--- config.mk ---
export PLATFORM = sky130hd
export DESIGN_NAME = seq_alu
export DESIGN_NICKNAME = d
export VERILOG_FILES = /design/src/rtl/seq_alu.sv
export SDC_FILE = /design/constraint.sdc
export NUM_CORES = 1
export LEC_CHECK = 0
export ABC_AREA = 1
export ABC_CLOCK_PERIOD_IN_PS = 2300
export CORE_MARGIN = 5
export CORE_UTILIZATION = 60
export DETAILED_ROUTE_END_ITERATION = 12
export PLACE_DENSITY = 0.92
export RECOVER_POWER = 25
export SLEW_MARGIN = 20
export SYNTH_ARGS = -nofsm -noshare
export SYNTH_HDL_FRONTEND = slang
export SYNTH_SLANG_ARGS = --single-unit
--- constraint.sdc ---
create_clock -name clk -period 2.3 [get_ports clk]
set_input_delay 0.69 -clock clk [delete_from_list [all_inputs] [get_ports clk]]
set_output_delay 0.69 -clock clk [all_outputs]
set_load 0.05 [all_outputs]
--- src/rtl/seq_alu.sv ---
// Registered WIDTH-bit ALU with valid/ready handshakes,
// status flags and a multi-cycle shift-add multiplier.
module seq_alu #(
  parameter int WIDTH = 8
) (
  input  logic             clk,
  input  logic             rst_n,
  input  logic             in_valid,
  output logic             in_ready,
  input  logic [WIDTH-1:0] A,
  input  logic [WIDTH-1:0] B,
  input  logic [2:0]       opcode,
  output logic             out_valid,
  input  logic             out_ready,
  output logic [WIDTH-1:0] Out,
  output logic             carry,
  output logic             zero,
  output logic             overflow
);

  typedef enum logic [1:0] {
    IDLE = 2'd0,
    BUSY = 2'd1,
    DONE = 2'd2
  } state_t;

  localparam logic [2:0] OP_ADD = 3'b000;
  localparam logic [2:0] OP_SUB = 3'b001;
  localparam logic [2:0] OP_AND = 3'b010;
  localparam logic [2:0] OP_OR  = 3'b011;
  localparam logic [2:0] OP_XOR = 3'b100;
  localparam logic [2:0] OP_NOT = 3'b101;
  localparam logic [2:0] OP_MUL = 3'b110;
  localparam logic [2:0] OP_SLT = 3'b111;

  localparam int CW = $clog2(WIDTH + 1);
  localparam logic [CW-1:0] LAST = CW'(WIDTH - 1);

  state_t state, nstate;

  logic [2*WIDTH-1:0] acc;
  logic [2*WIDTH-1:0] mcand;
  logic [2*WIDTH-1:0] acc_step;
  logic [WIDTH-1:0]   mplier;
  logic [CW-1:0]      cnt;

  logic             accept;
  logic             last_step;
  logic [WIDTH:0]   sum;
  logic [WIDTH:0]   diff;
  logic [WIDTH-1:0] res;
  logic             res_c;
  logic             res_v;

  assign accept    = in_valid && in_ready;
  assign last_step = (state == BUSY) && (cnt == LAST);
  assign sum       = {1'b0, A} + {1'b0, B};
  assign diff      = {1'b0, A} - {1'b0, B};
  assign acc_step  = mplier[0] ? acc + mcand : acc;

  // single-cycle result and flags from the live operands
  always_comb begin
    res   = '0;
    res_c = 1'b0;
    res_v = 1'b0;
    unique case (opcode)
      OP_ADD: begin
        res   = sum[WIDTH-1:0];
        res_c = sum[WIDTH];
        res_v = (A[WIDTH-1] == B[WIDTH-1]) &&
                (sum[WIDTH-1] != A[WIDTH-1]);
      end
      OP_SUB: begin
        res   = diff[WIDTH-1:0];
        res_c = diff[WIDTH];
        res_v = (A[WIDTH-1] != B[WIDTH-1]) &&
                (diff[WIDTH-1] != A[WIDTH-1]);
      end
      OP_AND: res = A & B;
      OP_OR:  res = A | B;
      OP_XOR: res = A ^ B;
      OP_NOT: res = ~A;
      OP_MUL: res = '0;
      OP_SLT: res = {{(WIDTH-1){1'b0}}, diff[WIDTH]};
      default: res = '0;
    endcase
  end

  // next-state and handshake outputs
  always_comb begin
    nstate    = state;
    in_ready  = 1'b0;
    out_valid = 1'b0;
    unique case (state)
      IDLE: begin
        in_ready = 1'b1;
        if (in_valid)
          nstate = (opcode == OP_MUL) ? BUSY : DONE;
      end
      BUSY: begin
        if (last_step)
          nstate = DONE;
      end
      DONE: begin
        out_valid = 1'b1;
        if (out_ready)
          nstate = IDLE;
      end
      default: nstate = IDLE;
    endcase
  end

  // state register
  always_ff @(posedge clk or negedge rst_n) begin
    if (!rst_n)
      state <= IDLE;
    else
      state <= nstate;
  end

  // multiplier datapath: one shift-add step per BUSY cycle
  always_ff @(posedge clk or negedge rst_n) begin
    if (!rst_n) begin
      acc    <= '0;
      mcand  <= '0;
      mplier <= '0;
      cnt    <= '0;
    end else if (accept) begin
      acc    <= '0;
      mcand  <= {{WIDTH{1'b0}}, A};
      mplier <= B;
      cnt    <= '0;
    end else if (state == BUSY) begin
      acc    <= acc_step;
      mcand  <= mcand << 1;
      mplier <= mplier >> 1;
      cnt    <= cnt + 1'b1;
    end
  end

  // result and flag registers, held outside the load points
  always_ff @(posedge clk or negedge rst_n) begin
    if (!rst_n) begin
      Out      <= '0;
      carry    <= 1'b0;
      zero     <= 1'b0;
      overflow <= 1'b0;
    end else if (accept && opcode != OP_MUL) begin
      Out      <= res;
      carry    <= res_c;
      zero     <= (res == '0);
      overflow <= res_v;
    end else if (last_step) begin
      Out      <= acc_step[WIDTH-1:0];
      carry    <= |acc_step[2*WIDTH-1:WIDTH];
      zero     <= (acc_step[WIDTH-1:0] == '0);
      overflow <= 1'b0;
    end
  end

endmodule
==> results.ini, run 1 <==
[run_status]
status=complete, no violations

[layout]
drive_gt1_share_pct=23.97
seqCellArea_mm2=0.001426
multiInputGateArea_mm2=0.003188
final_nets=937
antenna_cells=0
area_delta_synth_final_pct=33.72
fillers=522

[worst_setup_path]
crit_arrival_ns=2.56
critPathLaunchType=flip-flop
crit_slowest_cell=dfrtp_1
crit_top_cell=nand2_1
worst-path-max-fanout=3
path_buf_inv=1
end_kind=flip-flop
crit_type=flip-flop to flip-flop
path_delay_family=simple AND/OR/NAND/NOR gates
ff2ff_path_depth=13
reg2reg_from=mcand[0]
r2r_slack_ns=0.006
r2r-end=zero
cp.required_ns=2.57
crit_chain=ha_4, fa_2, nand3_1, nand3_2, buf_4, xor2_1, nand2_1, nand2_1, nor2_2, nand2_1, nor2_1, nor2_1, a21oi_2
worst_path_largest_cell_delay_ns=0.42

[synthesis]
synth_largest_area_cell=dfrtp_1
synth_warnings=0
ys_top_cells_by_area=dfrtp_1, nand2_1, ha_1
async_flop_share_pct=100.0
synth_edf_count=0
synth_top_area_share_pct=28.88
synth_cells=746
synth_nets=812
synth.top_cells.by_count=nand2_1, inv_1, nand3_1
synth.distinct_cells=42
synth_area_mm2=0.004938
yosysMostFrequentCell=nand2_1
ys.flop_type=dfrtp_1
ys_ff_latch=57
ys_seq_area_share_pct=28.88
synth_area_per_cell_um2=6.620

[cts]
cts_hold_buf=0
clkSlewWorstSetupHoldPaths_ns=0.07
clk_latency_ns=0.34
cts_tree=yes
cts_buffers=9
clock-sinks=57
clockBufferDepth=2
htreeDepth=3
cts-root-buf=clkbuf_8

[placement]
dp_hpwl_um=11860
port_buffers=35
routabilityCongestion=1.002

[timing]
slew_violations=0
fmax_mhz=435.9
finalHoldViolCount=0
fin_setup_tns_ns=0
slew-limit-headroom_pct=7.154
rsz0062_at_grt=yes
post-route-period-util_pct=99.75
setup_viol=0
worst_pin_slew_ns=1.393
layout_min_cycle_time_ns=2.294
worst_clock_skew_ns=0.01002

[global_routing]
gr-usage-all-layers_pct=32.40
grt_max_degree=58
grt_pass1_wl_um=26520
gr-total-overflow=0
grt_pass1_vias=5737
antenna_found_initial=0

[routing]
routed-via-count=5847
postRouteAntennaNets=0
drt_pass1_iterations=6
viasPerCell=5.960
wl_per_cell_um=17.03
drt_iter0_markers=507
drc=0
drt_wl_total_um=16700

[power]
leakage_nw=3.581
vdd_drop_max_mv=0.5081
power_mw=5.346
power.density_mw_per_mm2=809.6

[die]
core.rowCount=33
start_util_pct=60.71
die_h_um=100.7
core_area_mm2=0.008134
ios=36
die_w_um=100.7
dieArea_mm2=0.01015

[min_path]
hold-path-endpoint=mplier[4]
worstHoldStart=mplier[5]
whs_path_depth=2
hold_class=flip-flop to flip-flop

[run]
maxCapViolCount=0

## through the flow
stage	worst slack [ns]	cell area [µm²]	util (%)	hold WS, ns	std cells
after floorplan	0.08397	4938	-	0.3944	746
after global placement	-0.5203	6023	74.05	0.4875	954
after detailed placement	-0.5854	6023	74.05	0.4936	954
after CTS	0.001934	6364	78.23	0.3555	974
after global routing	-0.08994	6604	81.19	0.5272	981
final	0.005781	6604	81.19	0.5162	981
## worst max path at each step
| stage | start | endpoint | depth (start not counted) |
|---|---|---|---|
| 2_1_floorplan | A[0] | zero | 14 |
| 3_3_place_gp | A[0] | zero | 15 |
| 3_5_place_dp | A[0] | zero | 15 |
| 4_1_cts | A[7] | zero | 12 |
| 5_1_grt | A[7] | zero | 13 |
| 6_report | mcand[0] | zero | 13 |
## area by class of cell
cell class,instances,share of cell area [%]
timing repair buffer,135,17.20
inverter,133,7.749
multi-input combinational,535,48.28
tap,105,1.989
clock inverter,6,1.250
clock buffer,10,1.933
sequential,57,21.60
## cells in the final DEF (no fill, tap or decap), types with 7 or more instances in the layout
master             n
o21ai_1            8
ha_1              26
dfrtp_1           57
o21ai_0           16
inv_2             19
dlygate4sd2_1      7
buf_4             96
ha_4              10
a21oi_1           15
nand3_1           74
inv_1            110
clkdlybuf4s50_1   14
o22ai_1           17
dlymetal6s2s_1     8
o221ai_1          16
nand2_2           12
clkbuf_8           9
nand4_1           14
nor2_1            51
nand3_2           10
nand2_1          210
## worst register-to-register path, cell delays in order, from the launching register on
cell and delay (ns):
dfrtp_1 0.42, ha_4 0.19, fa_2 0.40, nand3_1 0.12, nand3_2 0.12, buf_4 0.16, xor2_1 0.14, nand2_1 0.07
nand2_1 0.08, nor2_2 0.11, nand2_1 0.08, nor2_1 0.13, nor2_1 0.07, a21oi_2 0.13
## metal layers
layer,global-route usage [%],wire length [µm]
met1,38.37,6330
met2,56.41,8081
met5,0,0
met3,4.567,1270
met4,17.31,1019
## power by group
| part | switching, mW | internal [mW] | leakage, nW |
|---|---|---|---|
| clock network | 0.420 | 0.604 | 0.106 |
| registers | 0.236 | 1.27 | 0.750 |
| logic | 1.76 | 1.06 | 2.72 |
## flip-flops by register name (all words and copies together), names as in the netlist
| name | flops |
|---|---|
| overflow | 1 |
| mcand | 16 |
| mplier | 8 |
| carry | 1 |
| zero | 1 |
| acc | 16 |
| cnt | 4 |
| Out | 8 |
| state | 2 |
## cells by family after synthesis
logic type	Yosys count	synth area share, %
flip-flops	57	28.88
AO/OA/AOI/OAI	94	12.03
AND/OR/NAND/NOR	393	34.51
XOR/XNOR	5	0.8867
buffers and inverters	154	12.34
adder cells (fa/ha/maj)	43	11.35
## repair_timing
item / 4_1_cts / 5_1_grt
buffers inserted: 4 / 7
gates cloned: 0 / 0
pin swaps: 9 / 28
gates resized for setup: 41 / 65
setup endpoints to repair: 11 / 10
Power figures use the tool's default switching activity.
==> inputs of run 2 (changes only) <==
--- a/config.mk
+++ b/config.mk
@@ -7,8 +7,10 @@
 export LEC_CHECK = 0
 export ABC_AREA = 1
 export ABC_CLOCK_PERIOD_IN_PS = 2300
+export CORE_ASPECT_RATIO = 0.8
 export CORE_MARGIN = 5
 export CORE_UTILIZATION = 60
+export CTS_CLUSTER_SIZE = 14
 export DETAILED_ROUTE_END_ITERATION = 12
 export PLACE_DENSITY = 0.92
 export RECOVER_POWER = 25
==> run 2 against run 1 <==
The flow now finishes with violations (setup timing). Non-clock buffer count is 3 higher. Clock skew rose by 0.0037 ns. Wire length grew 19%. Worst hold slack gained 0.0031 ns. Sequential power grew 4%. Maximum frequency down 6.1%. Flip-flop and latch count stayed put. Largest cell class unchanged. Critical path type unchanged. Via count is 4.3% higher. Highest routed layer unchanged. Clock power about the same. Sequential share of layout area fell by 0.32 points.
==> results.ini, run 2 (synthesized netlist as in run 1, its figures left out) <==
[worst_setup_path]
r2r_slack_ns=-0.14
crit_type=flip-flop to flip-flop
end_kind=flip-flop
reg2reg_from=mcand[0]
critPathLaunchType=flip-flop
r2r-end=zero
ff2ff_path_depth=14
cp.required_ns=2.57
worst-path-max-fanout=3
crit_arrival_ns=2.72

[timing]
worst_pin_slew_ns=1.452
worst_clock_skew_ns=0.01369
slew-limit-headroom_pct=3.193
hold_ws_ns=0.5193
setup_viol=3
fmax_mhz=409.2
fin_setup_tns_ns=-0.1783
post-route-period-util_pct=106.3
slew_violations=0
rsz0062_at_grt=yes
finalHoldViolCount=0
worst_slack_ns=-0.1438
layout_min_cycle_time_ns=2.444

[placement]
placedCellCount=962
port_buffers=35
pre_cts_ws_ns=-0.6396
dp_hpwl_um=12830
dpl_cell_area_mm2=0.006055
routabilityCongestion=0.9866

[routing]
postRouteAntennaNets=0
routed-via-count=6097
drt_wl_total_um=19940
drt_iter0_markers=760
wl_per_cell_um=20.20
viasPerCell=6.177
drc=0
drt_pass1_iterations=8

[layout]
seqCellArea_mm2=0.001426
multiInputGateArea_mm2=0.003267
final_cell_count_no_fill=987
fillers=488
antenna_cells=0
fin_area_mm2=0.006704
reg_top3=acc x16, mcand x16
final_common_cell=nand2_1
fin_util_pct=83.98
final_nets=940
layout_common_cells=nand2_1, inv_1, buf_4
area_delta_synth_final_pct=35.75
drive_gt1_share_pct=24.23

[global_routing]
grt_pass1_vias=5689
antenna_found_initial=0
gr-usage-all-layers_pct=34.68
grt_pass1_wl_um=28430
gr-total-overflow=0
grt_max_degree=58

[run_status]
violations=setup timing
status=finished, violations left

[min_path]
hold_class=flip-flop to flip-flop
worstHoldStart=cnt[0]
whs_path_depth=1
hold-path-endpoint=cnt[0]

[die]
core.rowCount=29
start_util_pct=61.87
die_w_um=111.4
ios=36
dieArea_mm2=0.01016
core_area_mm2=0.007983
die_h_um=91.15

[cts]
htreeDepth=3
clock-sinks=57
clk_latency_ns=0.36
cts_tree=yes
cts-root-buf=clkbuf_8
clockBufferDepth=2
cts_buffers=9
clkSlewWorstSetupHoldPaths_ns=0.06

[run]
maxCapViolCount=0

[power]
power.density_mw_per_mm2=846.0
power_mw=5.672
leakage_nw=3.586
vdd_drop_max_mv=1.086

## run 2: how the worst max path moves through the flow
stage | from | endpoint | cells after the start
3_5_place_dp | A[0] | carry | 14
3_3_place_gp | A[0] | carry | 14
6_report | mcand[0] | zero | 14
5_1_grt | mcand[0] | zero | 14
4_1_cts | mcand[0] | zero | 14
2_1_floorplan | A[0] | zero | 14
## run 2: what timing repair did
item                                    4_1_cts  5_1_grt
setup buffers                                 5        4
hold buffers                                  0        0
pin swaps                                    24       27
endpoints found under the setup margin       11       13
resized for setup                            68       49
## run 2: per-layer routing
metal  GRT usage, %  vias up  share of wire, %  routed length (µm)
met2          52.46      511                43                8594
li1               -     2667                 -                   -
met4          16.21        0               6.1                1219
met1          47.02     2772                39                7789
met5              0        -                 0                   0
met3          8.571      147                12                2338
## run 2: worst max-delay path, stage by stage, from the launching register on
cell and delay (ns):
dfrtp_1 0.43, ha_4 0.19, fa_2 0.37, buf_6 0.14, nand3_4 0.07, nand3_4 0.08, buf_6 0.13, xor2_1 0.14
nand2_1 0.08, nand2_2 0.07, nor2_2 0.14, nand2_1 0.09, nor2_1 0.20, nor2_1 0.07, a21oi_1 0.15
## run 2: area by class of cell
cell class	instances	area share (%)
clock buffers	14	2.576
clock inverters	2	0.5226
inverters	133	7.596
flip-flops and latches	57	21.28
repair buffers	138	17.28
well taps	108	2.016
multi-input cells	535	48.73
## run 2: power breakdown
part | internal, mW | total, mW | switching [mW] | leakage [nW]
clock | 0.588 | 1.01 | 0.421 | 0.107
sequential | 1.27 | 1.56 | 0.286 | 0.750
combinational | 1.15 | 3.11 | 1.96 | 2.73
total | 3.00 | 5.67 | 2.67 | 3.59
==> inputs of run 3 (changes only) <==
--- a/config.mk
+++ b/config.mk
@@ -14,7 +14,6 @@
 export DETAILED_ROUTE_END_ITERATION = 12
 export PLACE_DENSITY = 0.92
 export RECOVER_POWER = 25
-export SLEW_MARGIN = 20
 export SYNTH_ARGS = -nofsm -noshare
 export SYNTH_HDL_FRONTEND = slang
 export SYNTH_SLANG_ARGS = --single-unit
==> constraint.sdc (replaced) <==
create_clock -name clk -period 2.3 [get_ports clk]
set_input_delay 0.69 -clock clk [delete_from_list [all_inputs] [get_ports clk]]
set_output_delay 0.69 -clock clk [all_outputs]
set_load 0.02 [all_outputs]
==> run 3 against run 2 <==
The run still ends with setup timing left. Sequential share of layout area rose by 0.068 points. Core utilization fell by 0.27 points. Wire length fell by 11%. Cell area fell by 0.32%. Clock power fell by 5%. Combinational power fell by 9.6%. Die area did not move. Sequential power fell by 4%. Maximum frequency rose by 2.5%. Critical endpoint unchanged.
==> results.ini, run 3 (synthesized netlist as in run 1, its figures left out) <==
[run_status]
status=finished, violations left
violations=setup timing

[power]
vdd_drop_max_mv=0.7664
leakage_nw=3.580
power.density_mw_per_mm2=786.2
power_mw=5.254

[timing]
worst_pin_slew_ns=1.440
hold_ws_ns=0.5246
finalHoldViolCount=0
layout_min_cycle_time_ns=2.384
slew_violations=0
worst_slack_ns=-0.08427
fmax_mhz=419.4
rsz0062_at_grt=yes
slew-limit-headroom_pct=3.998
post-route-period-util_pct=103.7
worst_clock_skew_ns=0.008005
setup_viol=1

[run]
maxCapViolCount=0

[cts]
clkSlewWorstSetupHoldPaths_ns=0.07
cts_hold_buf=0
cts_tree=yes
clk_latency_ns=0.35
htreeDepth=3
clock-sinks=57
cts-root-buf=clkbuf_8
cts_buffers=9
clockBufferDepth=2

[layout]
layout_common_cells=nand2_1, inv_1, buf_4
final_nets=944
antenna_cells=0
fin_area_mm2=0.006683
final_common_cell=nand2_1
drive_gt1_share_pct=25.25
final_cell_count_no_fill=991
area_delta_synth_final_pct=35.32
reg_top3=acc x16, mcand x16
fillers=517

[worst_setup_path]
critPathLaunchType=input pin
crit_type=input pin to flip-flop
crit_arrival_ns=2.65
end_kind=flip-flop
cp.required_ns=2.57
worst-path-max-fanout=5

[die]
start_util_pct=61.87
core_area_mm2=0.007983
die_w_um=111.4
core.rowCount=29
dieArea_mm2=0.01016
ios=36
die_h_um=91.15

[global_routing]
gr-total-overflow=0
grt_max_degree=47
antenna_found_initial=0
gr-usage-all-layers_pct=33.31
grt_pass1_wl_um=27300
grt_pass1_vias=5517

[routing]
wl_per_cell_um=17.96
postRouteAntennaNets=0
drt_iter0_markers=736
drc=0
drt_wl_total_um=17800
viasPerCell=5.928
drt_pass1_iterations=7
routed-via-count=5875

[placement]
pre_cts_ws_ns=-0.6468
dp_hpwl_um=12700
port_buffers=35
routabilityCongestion=0.9656
dpl_cell_area_mm2=0.006112
placedCellCount=969

[min_path]
hold_class=flip-flop to flip-flop

## run 3: what timing repair did
item / CTS / global route
resized for setup: 60 / 57
endpoints found under the setup margin: 13 / 12
pin swaps: 22 / 31
setup buffers: 2 / 4
## run 3: layer usage
layer	up-vias	wire, µm	track usage (%)
met4	0	626	11.96
li1	2671	-	-
met5	-	0	0
met3	72	1963	7.508
met1	2734	7366	47.28
met2	398	7845	50.10
## run 3: where the power goes
group          leakage, nW  internal, mW  switching [mW]  total, mW
logic                 2.73          1.12            1.69       2.81
clock network       0.0953         0.526           0.430      0.955
registers            0.750          1.27           0.223       1.49
## run 3: final cells by class
type | instances | area [µm²] | area share (%)
sequential | 57 | 1426 | 21.34
timing repair buffer | 142 | 1175 | 17.58
clock buffer | 11 | 141.4 | 2.116
multi-input combinational | 535 | 3241 | 48.49
inverter | 133 | 509.2 | 7.620
clock inverter | 5 | 55.05 | 0.8238
tap | 108 | 135.1 | 2.022
## run 3: per-stage QoR
step,setup TNS (ns),util (%)
after floorplan,0,-
after global placement,-4.888,76.57
after detailed placement,-5.503,76.57
after CTS,-0.04162,81.22
after global routing,-0.5104,83.71
final,-0.08427,83.71
## run 3: path summary, 6_finish.rpt
kind / slack [ns] / depth (start not counted) / endpoint / start
max: -0.08 / 14 / zero / A[6]
min: 0.52 / 2 / Out[7] / Out[7]
max reg2reg: -0.02 / 12 / zero / mcand[0]
min reg2reg: 0.52 / 2 / Out[7] / Out[7]
max in group asynchronous: 0.37 / 2 / cnt[1] / rst_n
min in group asynchronous: 0.67 / 1 / Out[3] / rst_n
## run 3: worst max-delay path: stages
cell and delay, ns:
clkdlybuf4s50_1 0.48, inv_1 0.07, ha_4 0.25, nand2_2 0.08, a21oi_1 0.06, nor2_1 0.25
nand2_1 0.13, nand2_1 0.09, nand3_1 0.08, nand2_1 0.09, inv_1 0.07, nor2_1 0.09
nand4_1 0.09, a21oi_1 0.14
